[src/rtl/tmds_chan_decoder.sv]
// TMDS receive channel decoder: bitslip-driven word alignment on control tokens,
// then per-word decode to pixel data or the c1/c0 control pair.
module tmds_chan_decoder #(
  parameter int TOKEN_RUN  = 8,
  parameter int SEARCH_LEN = 2048,
  parameter int SLIP_WAIT  = 16,
  parameter int LOSS_LEN   = 65536
) (
  input  logic       pclk,
  input  logic       rstbtn_n,
  input  logic [9:0] sdata,
  input  logic       sdata_vld,
  output logic       bitslip,
  output logic       aligned,
  output logic [3:0] slip_cnt,
  output logic [7:0] dout,
  output logic       c0,
  output logic       c1,
  output logic       de,
  output logic       vld
);

  localparam int RW = $clog2(TOKEN_RUN + 1);
  localparam int SW = $clog2(SEARCH_LEN + 1);
  localparam int WW = $clog2(SLIP_WAIT + 1);
  localparam int LW = $clog2(LOSS_LEN + 1);
  localparam logic [RW-1:0] RUN_MAX    = RW'(TOKEN_RUN);
  localparam logic [SW-1:0] SEARCH_MAX = SW'(SEARCH_LEN);
  localparam logic [WW-1:0] WAIT_MAX   = WW'(SLIP_WAIT);
  localparam logic [LW-1:0] LOSS_MAX   = LW'(LOSS_LEN);

  typedef enum logic [1:0] {
    ST_SEARCH = 2'd0,
    ST_SLIP   = 2'd1,
    ST_WAIT   = 2'd2,
    ST_LOCKED = 2'd3
  } state_t;

  // Returns {is_token, c1, c0}.
  function automatic logic [2:0] tok_decode(input logic [9:0] w);
    logic [2:0] r;
    case (w)
      10'b1101010100: r = 3'b100;
      10'b0010101011: r = 3'b101;
      10'b0101010100: r = 3'b110;
      10'b1010101011: r = 3'b111;
      default:        r = 3'b000;
    endcase
    return r;
  endfunction

  function automatic logic [7:0] data_decode(input logic [9:0] w);
    logic [7:0] d;
    logic [7:0] q;
    d    = w[9] ? ~w[7:0] : w[7:0];
    q[0] = d[0];
    for (int i = 1; i < 8; i++) begin
      q[i] = w[8] ? (d[i] ^ d[i-1]) : ~(d[i] ^ d[i-1]);
    end
    return q;
  endfunction

  state_t          r_state, w_state_nxt;
  logic [RW-1:0]   r_run, w_run_nxt;
  logic [SW-1:0]   r_search, w_search_nxt;
  logic [WW-1:0]   r_wait, w_wait_nxt;
  logic [LW-1:0]   r_loss, w_loss_nxt;
  logic [2:0]      w_tok;
  logic            r_bitslip, r_aligned, r_c0, r_c1, r_de, r_vld;
  logic [3:0]      r_slip_cnt;
  logic [7:0]      r_dout;

  assign w_tok = tok_decode(sdata);

  // FSM and counter next-state; invalid cycles fall through holding everything
  // except the single-cycle SLIP state.
  always_comb begin
    w_state_nxt  = r_state;
    w_run_nxt    = r_run;
    w_search_nxt = r_search;
    w_wait_nxt   = r_wait;
    w_loss_nxt   = r_loss;
    case (r_state)
      ST_SEARCH: begin
        if (sdata_vld) begin
          w_run_nxt    = w_tok[2] ? (r_run + 1'b1) : {RW{1'b0}};
          w_search_nxt = r_search + 1'b1;
          if (w_run_nxt == RUN_MAX) begin
            w_state_nxt  = ST_LOCKED;
            w_run_nxt    = {RW{1'b0}};
            w_search_nxt = {SW{1'b0}};
            w_loss_nxt   = {LW{1'b0}};
          end else if (w_search_nxt == SEARCH_MAX) begin
            w_state_nxt  = ST_SLIP;
            w_run_nxt    = {RW{1'b0}};
            w_search_nxt = {SW{1'b0}};
          end else begin
            w_state_nxt  = ST_SEARCH;
          end
        end else begin
          w_state_nxt = ST_SEARCH;
        end
      end
      ST_SLIP: begin
        // The word arriving alongside the pulse is the first discarded one.
        w_state_nxt = ST_WAIT;
        w_wait_nxt  = sdata_vld ? WW'(1) : {WW{1'b0}};
      end
      ST_WAIT: begin
        if (r_wait >= WAIT_MAX) begin
          w_state_nxt  = ST_SEARCH;
          w_wait_nxt   = {WW{1'b0}};
          w_run_nxt    = {RW{1'b0}};
          w_search_nxt = {SW{1'b0}};
        end else if (sdata_vld) begin
          w_wait_nxt = r_wait + 1'b1;
          if (w_wait_nxt >= WAIT_MAX) begin
            w_state_nxt  = ST_SEARCH;
            w_wait_nxt   = {WW{1'b0}};
            w_run_nxt    = {RW{1'b0}};
            w_search_nxt = {SW{1'b0}};
          end else begin
            w_state_nxt = ST_WAIT;
          end
        end else begin
          w_state_nxt = ST_WAIT;
        end
      end
      ST_LOCKED: begin
        if (sdata_vld) begin
          w_loss_nxt = w_tok[2] ? {LW{1'b0}} : (r_loss + 1'b1);
          if (w_loss_nxt == LOSS_MAX) begin
            w_state_nxt  = ST_SEARCH;
            w_loss_nxt   = {LW{1'b0}};
            w_run_nxt    = {RW{1'b0}};
            w_search_nxt = {SW{1'b0}};
            w_wait_nxt   = {WW{1'b0}};
          end else begin
            w_state_nxt = ST_LOCKED;
          end
        end else begin
          w_state_nxt = ST_LOCKED;
        end
      end
      default: begin
        w_state_nxt  = ST_SEARCH;
        w_run_nxt    = {RW{1'b0}};
        w_search_nxt = {SW{1'b0}};
        w_wait_nxt   = {WW{1'b0}};
        w_loss_nxt   = {LW{1'b0}};
      end
    endcase
  end

  // FSM state and alignment counters.
  always_ff @(posedge pclk or negedge rstbtn_n) begin
    if (!rstbtn_n) begin
      r_state  <= ST_SEARCH;
      r_run    <= {RW{1'b0}};
      r_search <= {SW{1'b0}};
      r_wait   <= {WW{1'b0}};
      r_loss   <= {LW{1'b0}};
    end else begin
      r_state  <= w_state_nxt;
      r_run    <= w_run_nxt;
      r_search <= w_search_nxt;
      r_wait   <= w_wait_nxt;
      r_loss   <= w_loss_nxt;
    end
  end

  // Alignment status outputs: bitslip pulse, aligned flag and slip counter.
  always_ff @(posedge pclk or negedge rstbtn_n) begin
    if (!rstbtn_n) begin
      r_bitslip  <= 1'b0;
      r_aligned  <= 1'b0;
      r_slip_cnt <= 4'd0;
    end else begin
      r_bitslip <= (w_state_nxt == ST_SLIP);
      r_aligned <= (w_state_nxt == ST_LOCKED);
      if (w_state_nxt == ST_LOCKED) begin
        r_slip_cnt <= 4'd0;
      end else if ((w_state_nxt == ST_SLIP) && (r_state != ST_SLIP)) begin
        r_slip_cnt <= (r_slip_cnt == 4'd9) ? 4'd0 : (r_slip_cnt + 4'd1);
      end else begin
        r_slip_cnt <= r_slip_cnt;
      end
    end
  end

  // Decoded word outputs; forced idle whenever lock is absent or being lost.
  always_ff @(posedge pclk or negedge rstbtn_n) begin
    if (!rstbtn_n) begin
      r_dout <= 8'h00;
      r_c0   <= 1'b0;
      r_c1   <= 1'b0;
      r_de   <= 1'b0;
      r_vld  <= 1'b0;
    end else if (w_state_nxt != ST_LOCKED) begin
      r_dout <= 8'h00;
      r_c0   <= 1'b0;
      r_c1   <= 1'b0;
      r_de   <= 1'b0;
      r_vld  <= 1'b0;
    end else if ((r_state == ST_LOCKED) && sdata_vld) begin
      r_vld <= 1'b1;
      if (w_tok[2]) begin
        r_dout <= 8'h00;
        r_de   <= 1'b0;
        r_c1   <= w_tok[1];
        r_c0   <= w_tok[0];
      end else begin
        r_dout <= data_decode(sdata);
        r_de   <= 1'b1;
        r_c1   <= r_c1;
        r_c0   <= r_c0;
      end
    end else begin
      r_vld <= 1'b0;
    end
  end

  assign bitslip  = r_bitslip;
  assign aligned  = r_aligned;
  assign slip_cnt = r_slip_cnt;
  assign dout     = r_dout;
  assign c0       = r_c0;
  assign c1       = r_c1;
  assign de       = r_de;
  assign vld      = r_vld;

endmodule
[config.mk]
export PLATFORM = sky130hd
export DESIGN_NAME = tmds_chan_decoder
export DESIGN_NICKNAME = d
export VERILOG_FILES = /design/src/rtl/tmds_chan_decoder.sv
export SDC_FILE = /design/constraint.sdc
export NUM_CORES = 1
export LEC_CHECK = 0
export BUFFER_PORTS_ARGS = -buffer_cell sky130_fd_sc_hd__buf_2
export CAP_MARGIN = 40
export CORE_ASPECT_RATIO = 1.25
export CORE_MARGIN = 2
export CORE_UTILIZATION = 45
export CTS_CLUSTER_DIAMETER = 150
export DETAILED_ROUTE_END_ITERATION = 8
export HOLD_SLACK_MARGIN = 0.02
export PLACE_DENSITY = 0.75
export SLEW_MARGIN = 20
export SYNTH_ARGS = -nofsm -noshare
export SYNTH_HDL_FRONTEND = slang
export SYNTH_SLANG_ARGS = --single-unit
[constraint.sdc]
create_clock -name pclk -period 5.6 [get_ports pclk]
set_input_delay 0.84 -clock pclk [delete_from_list [all_inputs] [get_ports pclk]]
set_output_delay 0.84 -clock pclk [all_outputs]
set_load 0.1 [all_outputs]
==> flow_summary.yaml, run 1 <==
run_status:
  result_of_the_run: "completed"
route:
  first_pass_iters: 4
  postRouteAntennaNets: 0
  drt_wl_total_um: 8750
  drt_iter0_markers: 201
  via_count_of_the_routed_design: 3411
  routedWlPerCell_um: 15.8
  drt-vias-per-instance: 6.15
  drc: 0
layout:
  design_area_um2: 4250
  layout-area-overhead-vs-synth_pct: 9.31
  num-nets-final: 473
  antenna_cells: 0
  share_of_layout_cells_above_drive_strength_1: 0.183
  mostFrequentLayoutCell: "sky130_fd_sc_hd__dfrtp_1"
  most-common-layout-cells: "sky130_fd_sc_hd__dfrtp_1, sky130_fd_sc_hd__nand2_1, sky130_fd_sc_hd__o21ai_0, sky130_fd_sc_hd__buf_2, sky130_fd_sc_hd__nand3_1"
  final.fill_count: 763
floorplan:
  fp.dieW_um: 87.1
  floorplan.initialDensity: 0.469
  design.portCount: 31
  fp-row-count: 37
  area_of_the_core_region_um2: 8290
  total_die_area_um2: 9390
  floorplan.die.height_um: 108
worst_setup_path:
  worstPathBufferInverterCount: 0
  crit_required_ns: 5.83
  critPathKind: "reg2reg"
  end_kind: "flop"
  critPathLaunchType: "flop"
  crit_path_leading_delay_family: "simple AND/OR/NAND/NOR gates"
  cp_cell_sequence: "ha_1 > nand2_1 > nor3_1 > mux2i_1 > o2111a_1 > and4_1 > or2_1 > mux2_1"
  critical_path.max_stage_delay_ns: 0.54
  worst-r2r-setup-slack_ns: 2.20
  cp.arrival_ns: 3.63
  cpMaxStageDelayCell: "sky130_fd_sc_hd__and4_1"
  crit_path_max_fanout: 15
timing:
  setup_viol: 0
  max-slew-margin-rel: 0.424
  finClkSkew_ns: 0.00829
  final.setup.tns_ns: 0
  post-route-period-util: 0.607
  achievable-frequency_mhz: 294
  finalMaxSlewViolations: 0
  final_hold_viol_count: 0
  post-route-min-period_ns: 3.40
  timing_worst_slew_pin_value_ns: 0.858
  rsz0062_at_grt: "false"
synth:
  yosysWarningCount: 0
  async_reset_ff_frac: 1.00
  synthesis.nets: 453
  synth.yosys.seq_area_share: 0.374
  synthesis.area_um2: 3880
  synth_flop_cell: "sky130_fd_sc_hd__dfrtp_1"
  synth.largest_area_cell: "sky130_fd_sc_hd__dfrtp_1"
  ys_top_cells_by_area: "sky130_fd_sc_hd__dfrtp_1, sky130_fd_sc_hd__nand2_1, sky130_fd_sc_hd__o21ai_0, sky130_fd_sc_hd__nand3_1, sky130_fd_sc_hd__nor2_1"
  ys_seq_elements: 58
  synth_enable_flop_cells: 0
  postSynthCellCount: 433
  synth_top_cell_area_share: 0.374
  synth.avg_cell_area_um2: 8.97
  synth.distinct_cells: 80
hold_path:
  timing.hold.worst.class: "reg2reg"
place:
  postPlaceCellArea_um2: 4020
  gp_congestion: 0.940
  hpwl_after_detailed_placement_um: 6080
  port_buffers: 30
power:
  static-leakage-power_uw: 0.00176
  power_density_nw_per_um2: 269
  ir_drop_v: 0.000134
clock_network:
  holdBufCountCts: 0
  clockBufferDepth: 2
  clock_transition_time_at_the_flip_flop_clock_pins_of_the_worst_setup_and_hold_paths_ns: 0.07
  cts_made_buffers: 9
  cts_repair_resize_count: 0
  number_of_levels_the_h_tree_was_split_into: 3
  clockRootBuffer: "sky130_fd_sc_hd__clkbuf_8"
  cts_tree: "yes"
  tritoncts_num_sinks: 58
  clk-insertion-delay-late_ns: 0.35
  post-cts-setup-buffer-count: 0
grt:
  grt_start_max_net_pins: 59
  globalRoute.totalOverflow: 0
  wire_length_of_the_first_global_routing_pass_um: 15200
  groute.usage.overall: 0.201
  antenna_violations_before_repair: 0
  first_global_vias: 3375
flow_run:
  cap_violations: 0
[through the flow]
step                      setup slack, ns  total power [µW]  utilization  std cells  hold WS [ns]
after floorplan                      2.55               699            -        433         0.451
after global placement               2.00               743        0.485        537         0.477
after detailed placement             1.93               751        0.485        537         0.483
after CTS                            2.24              1150        0.510        553         0.492
after global routing                 1.88              1200        0.512        555         0.524
final                                2.20              1140        0.512        555         0.485
[worst register-to-register path: cells and delay by family (launching register included)]
kind,cells,cell delay (ns)
AO/OA/AOI/OAI,1,0.33
adder cells (fa/ha/maj),1,0.34
multiplexers,2,0.67
flip-flops,1,0.46
AND/OR/NAND/NOR,4,1.48
[Yosys cell counts, types with 3 or more instances]
master,count
sky130_fd_sc_hd__nor4_1,9
sky130_fd_sc_hd__nor3b_1,3
sky130_fd_sc_hd__a21oi_2,7
sky130_fd_sc_hd__a21oi_1,13
sky130_fd_sc_hd__clkbuf_1,10
sky130_fd_sc_hd__o21ai_0,33
sky130_fd_sc_hd__o31ai_1,7
sky130_fd_sc_hd__nor3_1,13
sky130_fd_sc_hd__dfrtp_1,58
sky130_fd_sc_hd__and4_1,3
sky130_fd_sc_hd__buf_2,8
sky130_fd_sc_hd__nor2_2,3
sky130_fd_sc_hd__nor2_1,28
sky130_fd_sc_hd__nand3_1,29
sky130_fd_sc_hd__and3_1,8
sky130_fd_sc_hd__xor2_1,6
sky130_fd_sc_hd__xnor2_1,12
sky130_fd_sc_hd__buf_6,3
sky130_fd_sc_hd__inv_1,18
sky130_fd_sc_hd__nand4_1,8
sky130_fd_sc_hd__o221ai_1,4
sky130_fd_sc_hd__and2_1,5
sky130_fd_sc_hd__mux2i_1,7
sky130_fd_sc_hd__a32o_1,9
sky130_fd_sc_hd__o41ai_1,3
sky130_fd_sc_hd__nand2b_1,4
sky130_fd_sc_hd__o22ai_1,4
sky130_fd_sc_hd__ha_1,7
sky130_fd_sc_hd__a22o_1,4
sky130_fd_sc_hd__nand2_1,45
sky130_fd_sc_hd__a31oi_1,4
[registers in the layout, summed over array words and instances, names as in the netlist]
signal    count
bitslip       1
r_run         4
aligned       1
r_loss       17
dout          8
r_search     12
vld           1
de            1
c0            1
slip_cnt      4
r_wait        5
r_state       2
c1            1
[cell type report]
class	count	area (µm²)	share of cell area
sequential	58	1450	0.342
multi-input combinational	332	2220	0.522
timing repair buffer	34	184	0.0433
clock buffer	10	138	0.0324
inverter	18	67.6	0.0159
clock inverter	6	66.3	0.0156
tap	97	121	0.0286
[cells by family after synthesis]
family / share of synthesized area
AND/OR/NAND/NOR: 0.249
flip-flops: 0.374
adder cells (fa/ha/maj): 0.0226
buffers and inverters: 0.0564
AO/OA/AOI/OAI: 0.231
XOR/XNOR: 0.0406
multiplexers: 0.0267
[where the power goes]
group	switching [µW]	total, µW	internal, µW
Clock	180	397	217
Combinational	166	240	73.1
Sequential	52.6	504	452
[final timing paths]
check                           startpoint           to  depth (start not counted)
max in group asynchronous         rstbtn_n  slip_cnt[0]                          2
worst max register to register   r_loss[1]     r_run[1]                          8
worst max-delay path             r_loss[1]     r_run[1]                          8
worst min register to register   r_wait[3]    r_wait[3]                          1
worst min-delay path             r_wait[3]    r_wait[3]                          1
min in group asynchronous         rstbtn_n      dout[6]                          2
[per-layer routing]
metal | part of all wire | track usage | up-vias | wire (µm)
met5 | 0 | 0 | - | 0
met4 | 0.019 | 0.0846 | 0 | 167
met3 | 0.028 | 0.0460 | 17 | 241
li1 | - | - | 1660 | -
met1 | 0.44 | 0.235 | 1683 | 3810
met2 | 0.52 | 0.349 | 51 | 4540
(Power assumes the default switching activity.)
==> inputs of run 2 (changes only) <==
==> constraint.sdc (replaced) <==
create_clock -name pclk -period 3.2 [get_ports pclk]
set_input_delay 0.48 -clock pclk [delete_from_list [all_inputs] [get_ports pclk]]
set_output_delay 0.48 -clock pclk [all_outputs]
set_load 0.1 [all_outputs]
==> run 2 against run 1 <==
  * Via count is 0.41% lower
  * Sequential power is 73% higher
  * Highest routed layer unchanged
  * Routed wire length is 1.6% higher
  * Flip-flop and latch count stayed put
  * Non-clock buffer count is 9 higher
  * Clock skew is 0.0065 ns higher
  * Clock power is 70% higher
  * Cell count is 1.6% higher
  * Sequential share of layout area is 0.52 points lower
  * Critical path depth stayed put
==> flow_summary.yaml, run 2 (synthesis gave the netlist of run 1 again) <==
run_status:
  result_of_the_run: "completed"
layout:
  largest_register_ffs: 17
  most-common-layout-cells: "sky130_fd_sc_hd__dfrtp_1, sky130_fd_sc_hd__nand2_1, sky130_fd_sc_hd__o21ai_0, sky130_fd_sc_hd__buf_2, sky130_fd_sc_hd__nand3_1"
  final.fill_count: 773
  largest_register: "r_loss"
  antenna_cells: 0
  layout-area-overhead-vs-synth_pct: 11.0
  num-nets-final: 482
  mostFrequentLayoutCell: "sky130_fd_sc_hd__dfrtp_1"
  share_of_layout_cells_above_drive_strength_1: 0.199
power:
  ir_drop_v: 0.000209
  p_clk_frac: 0.339
  static-leakage-power_uw: 0.00182
  power_density_nw_per_um2: 462
  net-switching-power_uw: 683
  proportion_of_total_power_due_to_net_switching: 0.343
  power.internal_uw: 1310
  pwr-share-comb: 0.224
  p_seq_frac: 0.437
route:
  drt_wl_total_um: 8890
  drt_iter0_markers: 134
  drc: 0
  routedWlPerCell_um: 15.8
  via_count_of_the_routed_design: 3397
  postRouteAntennaNets: 0
  first_pass_iters: 4
  drt-vias-per-instance: 6.02
clock_network:
  number_of_levels_the_h_tree_was_split_into: 3
  clk-insertion-delay-late_ns: 0.34
  cts_made_buffers: 9
  clockRootBuffer: "sky130_fd_sc_hd__clkbuf_8"
  tritoncts_num_sinks: 58
  cts_tree: "yes"
  clockBufferDepth: 2
  clock_transition_time_at_the_flip_flop_clock_pins_of_the_worst_setup_and_hold_paths_ns: 0.07
floorplan:
  fp.dieW_um: 87.1
  area_of_the_core_region_um2: 8290
  design.portCount: 31
  floorplan.die.height_um: 108
  floorplan.initialDensity: 0.469
  fp-row-count: 37
  total_die_area_um2: 9390
worst_setup_path:
  cp.arrival_ns: 3.11
  r2r_end: "r_search[2]"
  critical_path.reg2reg.startpoint: "r_loss[2]"
  critPathLaunchType: "flop"
  worst-r2r-setup-slack_ns: 0.32
  worst_setup_path_startpoint: "r_loss[2]"
  critPathKind: "reg2reg"
  crit_required_ns: 3.43
  end_kind: "flop"
  crit_path_max_fanout: 12
  critical_path.endpoint: "r_search[2]"
  r2r_cells: 8
timing:
  achievable-frequency_mhz: 348
  setup_viol: 0
  fin_worst_hold_slack_ns: 0.0453
  final_hold_viol_count: 0
  max-slew-margin-rel: 0.514
  timing_worst_slew_pin_value_ns: 0.730
  final.setup.tns_ns: 0
  post-route-min-period_ns: 2.88
  post-route-period-util: 0.899
  rsz0062_at_grt: "false"
  finClkSkew_ns: 0.0148
  finalMaxSlewViolations: 0
grt:
  grt_start_max_net_pins: 32
  groute.usage.overall: 0.197
  first_global_vias: 3230
  globalRoute.totalOverflow: 0
  antenna_violations_before_repair: 0
  wire_length_of_the_first_global_routing_pass_um: 14900
flow_run:
  cap_violations: 0
place:
  hpwl_after_detailed_placement_um: 6350
  gp_congestion: 0.862
  port_buffers: 30
hold_path:
  timing.hold.worst.class: "in2async"
-- run 2: layout make-up --
cell class | instances | area [µm²] | area share
Clock buffer | 11 | 141 | 0.0328
Clock inverter | 5 | 53.8 | 0.0125
Inverter | 18 | 67.6 | 0.0157
Multi-Input combinational cell | 332 | 2220 | 0.514
Sequential cell | 58 | 1450 | 0.337
Tap cell | 97 | 121 | 0.0282
Timing Repair Buffer | 43 | 258 | 0.0598
-- run 2: power by group through the flow --
stage	combinational, µW	sequential [µW]	clock, µW
after global placement	432	878	0
after global routing	483	880	728
after detailed placement	444	880	0
after CTS	446	867	691
after floorplan	250	972	0
final	446	870	676
-- run 2: per-layer routing --
metal	GRT usage	up-vias	wire length (µm)
met1	0.236	1647	3780
met5	0	-	0
met3	0.0414	9	326
met2	0.348	68	4650
met4	0.0637	0	133
li1	-	1673	-
-- run 2: how the worst min path moves through the flow --
| stage | cells after the start | end | from |
|---|---|---|---|
| after global routing | 1 | c0 | rstbtn_n |
| after floorplan | 0 | aligned | rstbtn_n |
| after detailed placement | 1 | vld | rstbtn_n |
| after CTS | 1 | c0 | rstbtn_n |
| final | 1 | dout[5] | rstbtn_n |
| after global placement | 1 | r_wait[3] | r_wait[3] |
-- run 2: metrics by stage --
stage          power (µW)  setup slack (ns)  utilization  instance area (µm²)  std cells
2_1_floorplan        1220             0.513            -                 3880        433
3_3_place_gp         1310             0.293        0.493                 4090        546
3_5_place_dp         1320             0.205        0.496                 4110        547
4_1_cts              2000             0.239        0.520                 4310        563
5_1_grt              2090             0.108        0.520                 4310        564
6_report             1990             0.323        0.520                 4310        564
-- run 2: worst max-delay path: stages, from the launching register on --
cell and delay, ns:
sky130_fd_sc_hd__dfrtp_1 0.53, sky130_fd_sc_hd__nand3_1 0.30, sky130_fd_sc_hd__nor4_1 0.54, sky130_fd_sc_hd__nand2b_1 0.18
sky130_fd_sc_hd__o2111a_2 0.21, sky130_fd_sc_hd__and4_1 0.20, sky130_fd_sc_hd__or2_2 0.40, sky130_fd_sc_hd__buf_4 0.19
sky130_fd_sc_hd__a32o_1 0.21
-- run 2: timing repair --
action,4_1_cts,5_1_grt
gates resized for setup,0,1
setup endpoints to repair,0,3
setup buffers,0,0
hold buffers,0,0
==> inputs of run 3 (changes only) <==
--- a/config.mk
+++ b/config.mk
@@ -5,6 +5,7 @@
 export SDC_FILE = /design/constraint.sdc
 export NUM_CORES = 1
 export LEC_CHECK = 0
+export ABC_AREA = 1
 export BUFFER_PORTS_ARGS = -buffer_cell sky130_fd_sc_hd__buf_2
 export CAP_MARGIN = 40
 export CORE_ASPECT_RATIO = 1.25
==> run 3 against run 2 <==
  * First-iteration DRC count up 60%
  * Final area down 5.3%
  * Sequential power down 7.4%
  * Synthesized cell count up 13%
  * Critical path type unchanged
  * Largest cell class unchanged
  * Largest power group unchanged
==> flow_summary.yaml, run 3 <==
worst_setup_path:
  end_kind: "flop"
  cp_cell_sequence: "ha_1 > nand2_2 > nor2_2 > nand2_1 > nor2_2 > xor2_1 > nand2_1 > nor2_1 > nand4_1 > nand2_1 > inv_2 > o21ai_4 > inv_1 > nand3_1 > nand2_1"
  crit_top_cell: "sky130_fd_sc_hd__nand2_1"
  crit_required_ns: 3.43
  cp.arrival_ns: 2.93
  critPathKind: "reg2reg"
  cpMaxStageDelayCell: "sky130_fd_sc_hd__o21ai_4"
  crit_path_max_fanout: 24
  critical_path.max_stage_delay_ns: 0.46
  critPathLaunchType: "flop"
clock_network:
  clockRootBuffer: "sky130_fd_sc_hd__clkbuf_8"
  clock_transition_time_at_the_flip_flop_clock_pins_of_the_worst_setup_and_hold_paths_ns: 0.07
  cts_made_buffers: 9
  cts_tree: "yes"
  clockBufferDepth: 2
  tritoncts_num_sinks: 58
  post-cts-setup-buffer-count: 0
  number_of_levels_the_h_tree_was_split_into: 3
  clk-insertion-delay-late_ns: 0.34
  cts_repair_resize_count: 0
  holdBufCountCts: 0
place:
  hpwl_after_detailed_placement_um: 5850
  port_buffers: 30
  gp_congestion: 0.856
  dp_cells: 607
layout:
  largest_register: "r_loss"
  final.fill_count: 762
  share_of_layout_cells_above_drive_strength_1: 0.155
  most-common-layout-cells: "sky130_fd_sc_hd__nand2_1, sky130_fd_sc_hd__nand3_1, sky130_fd_sc_hd__dfrtp_1, sky130_fd_sc_hd__nor2_1, sky130_fd_sc_hd__inv_1"
  num-nets-final: 543
  layout-area-overhead-vs-synth_pct: 12.9
  antenna_cells: 0
  largest_register_ffs: 17
  final-instance-count-excl-fill: 623
  mostFrequentLayoutCell: "sky130_fd_sc_hd__nand2_1"
synth:
  synth_top_family_by_area: "simple AND/OR/NAND/NOR gates"
  synth_flop_cell: "sky130_fd_sc_hd__dfrtp_1"
  synth.largest_area_cell: "sky130_fd_sc_hd__dfrtp_1"
  ys_seq_elements: 58
  synth_top_cell_area_share: 0.402
  synth.avg_cell_area_um2: 7.41
  async_reset_ff_frac: 1.00
  postSynthCellCount: 488
  post_synth_mux_area_share: 0.00277
  ys_top_cells_by_area: "sky130_fd_sc_hd__dfrtp_1, sky130_fd_sc_hd__nand2_1, sky130_fd_sc_hd__nand3_1, sky130_fd_sc_hd__nor2_1, sky130_fd_sc_hd__inv_1"
  yosys.area_share.simple: 0.361
  yosys.area_share.adder: 0.0242
  yosys.area_share.xor_xnor: 0.0557
  yosysWarningCount: 0
  synthesis.nets: 508
  post-synth-top-count-cell: "sky130_fd_sc_hd__nand2_1"
  commonest_cells_in_the_netlist: "sky130_fd_sc_hd__nand2_1, sky130_fd_sc_hd__nand3_1, sky130_fd_sc_hd__dfrtp_1"
  synth.distinct_cells: 36
  synth_compound_gate_area_share: 0.0793
  synth_enable_flop_cells: 0
  synth.yosys.seq_area_share: 0.402
  synthesis.area_um2: 3610
timing:
  finClkSkew_ns: 0.00588
  achievable-frequency_mhz: 371
  post-route-period-util: 0.843
  setup_viol: 0
  rsz0062_at_grt: "false"
  final_hold_viol_count: 0
  final.setup.tns_ns: 0
  max-slew-margin-rel: 0.550
  timing_worst_slew_pin_value_ns: 0.675
  post-route-min-period_ns: 2.70
  finalMaxSlewViolations: 0
floorplan:
  design.portCount: 31
  floorplan.die.height_um: 104
  fp-row-count: 36
  fp.dieW_um: 84.2
  total_die_area_um2: 8770
  floorplan.initialDensity: 0.464
  area_of_the_core_region_um2: 7790
flow_run:
  cap_violations: 0
grt:
  wire_length_of_the_first_global_routing_pass_um: 13700
  first_global_vias: 3141
  antenna_violations_before_repair: 0
  grt_start_max_net_pins: 30
  globalRoute.totalOverflow: 0
  groute.usage.overall: 0.192
run_status:
  result_of_the_run: "completed"
hold_path:
  timing.hold.worst.class: "in2async"
route:
  drt_wl_total_um: 7750
  first_pass_iters: 4
  drt_iter0_markers: 214
  routedWlPerCell_um: 12.4
  postRouteAntennaNets: 0
  via_count_of_the_routed_design: 3211
  drc: 0
  drt-vias-per-instance: 5.15
power:
  ir_drop_v: 0.000196
  static-leakage-power_uw: 0.00212
  power_density_nw_per_um2: 442
-- run 3: cell types whose count changed after synthesis, moves of 11 or more --
cell / delta
sky130_fd_sc_hd__nand2_1: +94
sky130_fd_sc_hd__nand3_1: +30
sky130_fd_sc_hd__xor2_1: +14
sky130_fd_sc_hd__o21ai_0: -15
sky130_fd_sc_hd__nor3_1: -11
sky130_fd_sc_hd__nor2_1: +27
sky130_fd_sc_hd__inv_1: +29
-- run 3: through the flow --
| step | setup slack (ns) | total power (µW) | cell area (µm²) | utilization | hold WS [ns] |
|---|---|---|---|---|---|
| after global placement | 0.190 | 1030 | 3840 | 0.493 | 0.471 |
| final | 0.503 | 1800 | 4080 | 0.524 | 0.166 |
| after CTS | 0.490 | 1810 | 4080 | 0.524 | 0.183 |
| after floorplan | 1.08 | 968 | 3610 | - | 0.184 |
| after global routing | 0.150 | 1890 | 4080 | 0.524 | 0.209 |
| after detailed placement | 0.367 | 1030 | 3850 | 0.494 | 0.474 |
-- run 3: metal layers --
layer | vias to the layer above | share of wire | global-route usage
met5 | - | 0 | 0
met4 | 0 | 0.027 | 0.109
met3 | 19 | 0.027 | 0.0254
met2 | 52 | 0.51 | 0.327
met1 | 1491 | 0.44 | 0.229
li1 | 1649 | - | -
-- run 3: cells by family after synthesis --
kind of cell | Yosys count
AOI/OAI and AO/OA | 46
xor gates and xnor gates | 23
adders and majority gates | 7
buffers and inverters | 64
DFF | 58
muxes | 1
and+or+nand+nor | 289
-- run 3: final cells by class --
| class | instances | area (µm²) | share of cell area |
|---|---|---|---|
| flip-flops and latches | 58 | 1450 | 0.356 |
| multi-input cells | 366 | 1890 | 0.463 |
| inverters | 53 | 201 | 0.0494 |
| well taps | 95 | 119 | 0.0291 |
| clock buffers | 12 | 155 | 0.0380 |
| repair buffers | 35 | 191 | 0.0469 |
| clock inverters | 4 | 73.8 | 0.0181 |
-- run 3: where the power goes --
group	internal [µW]	switching (µW)
Clock	481	298
Combinational	79.0	139
Sequential	767	38.2
Total	1330	475
-- run 3: worst max-delay path: cells and delay by family, from the launching register on --
kind / cells / cell delay (ns)
flip-flops: 1 / 0.44
buffers and inverters: 2 / 0.24
AND/OR/NAND/NOR: 10 / 1.03
AO/OA/AOI/OAI: 1 / 0.46
adder cells (fa/ha/maj): 1 / 0.24
XOR/XNOR: 1 / 0.18
-- run 3: final timing paths --
kind | from | to | slack (ns) | cells after the start
min in group pclk | r_wait[4] | r_wait[4] | 0.49 | 2
worst min register to register | r_wait[4] | r_wait[4] | 0.49 | 2
max in group asynchronous | rstbtn_n | r_state[1] | 2.33 | 2
worst min-delay path | rstbtn_n | r_search[4] | 0.17 | 1
worst max register to register | r_search[0] | slip_cnt[1] | 0.50 | 15
worst max-delay path | r_search[0] | slip_cnt[1] | 0.50 | 15
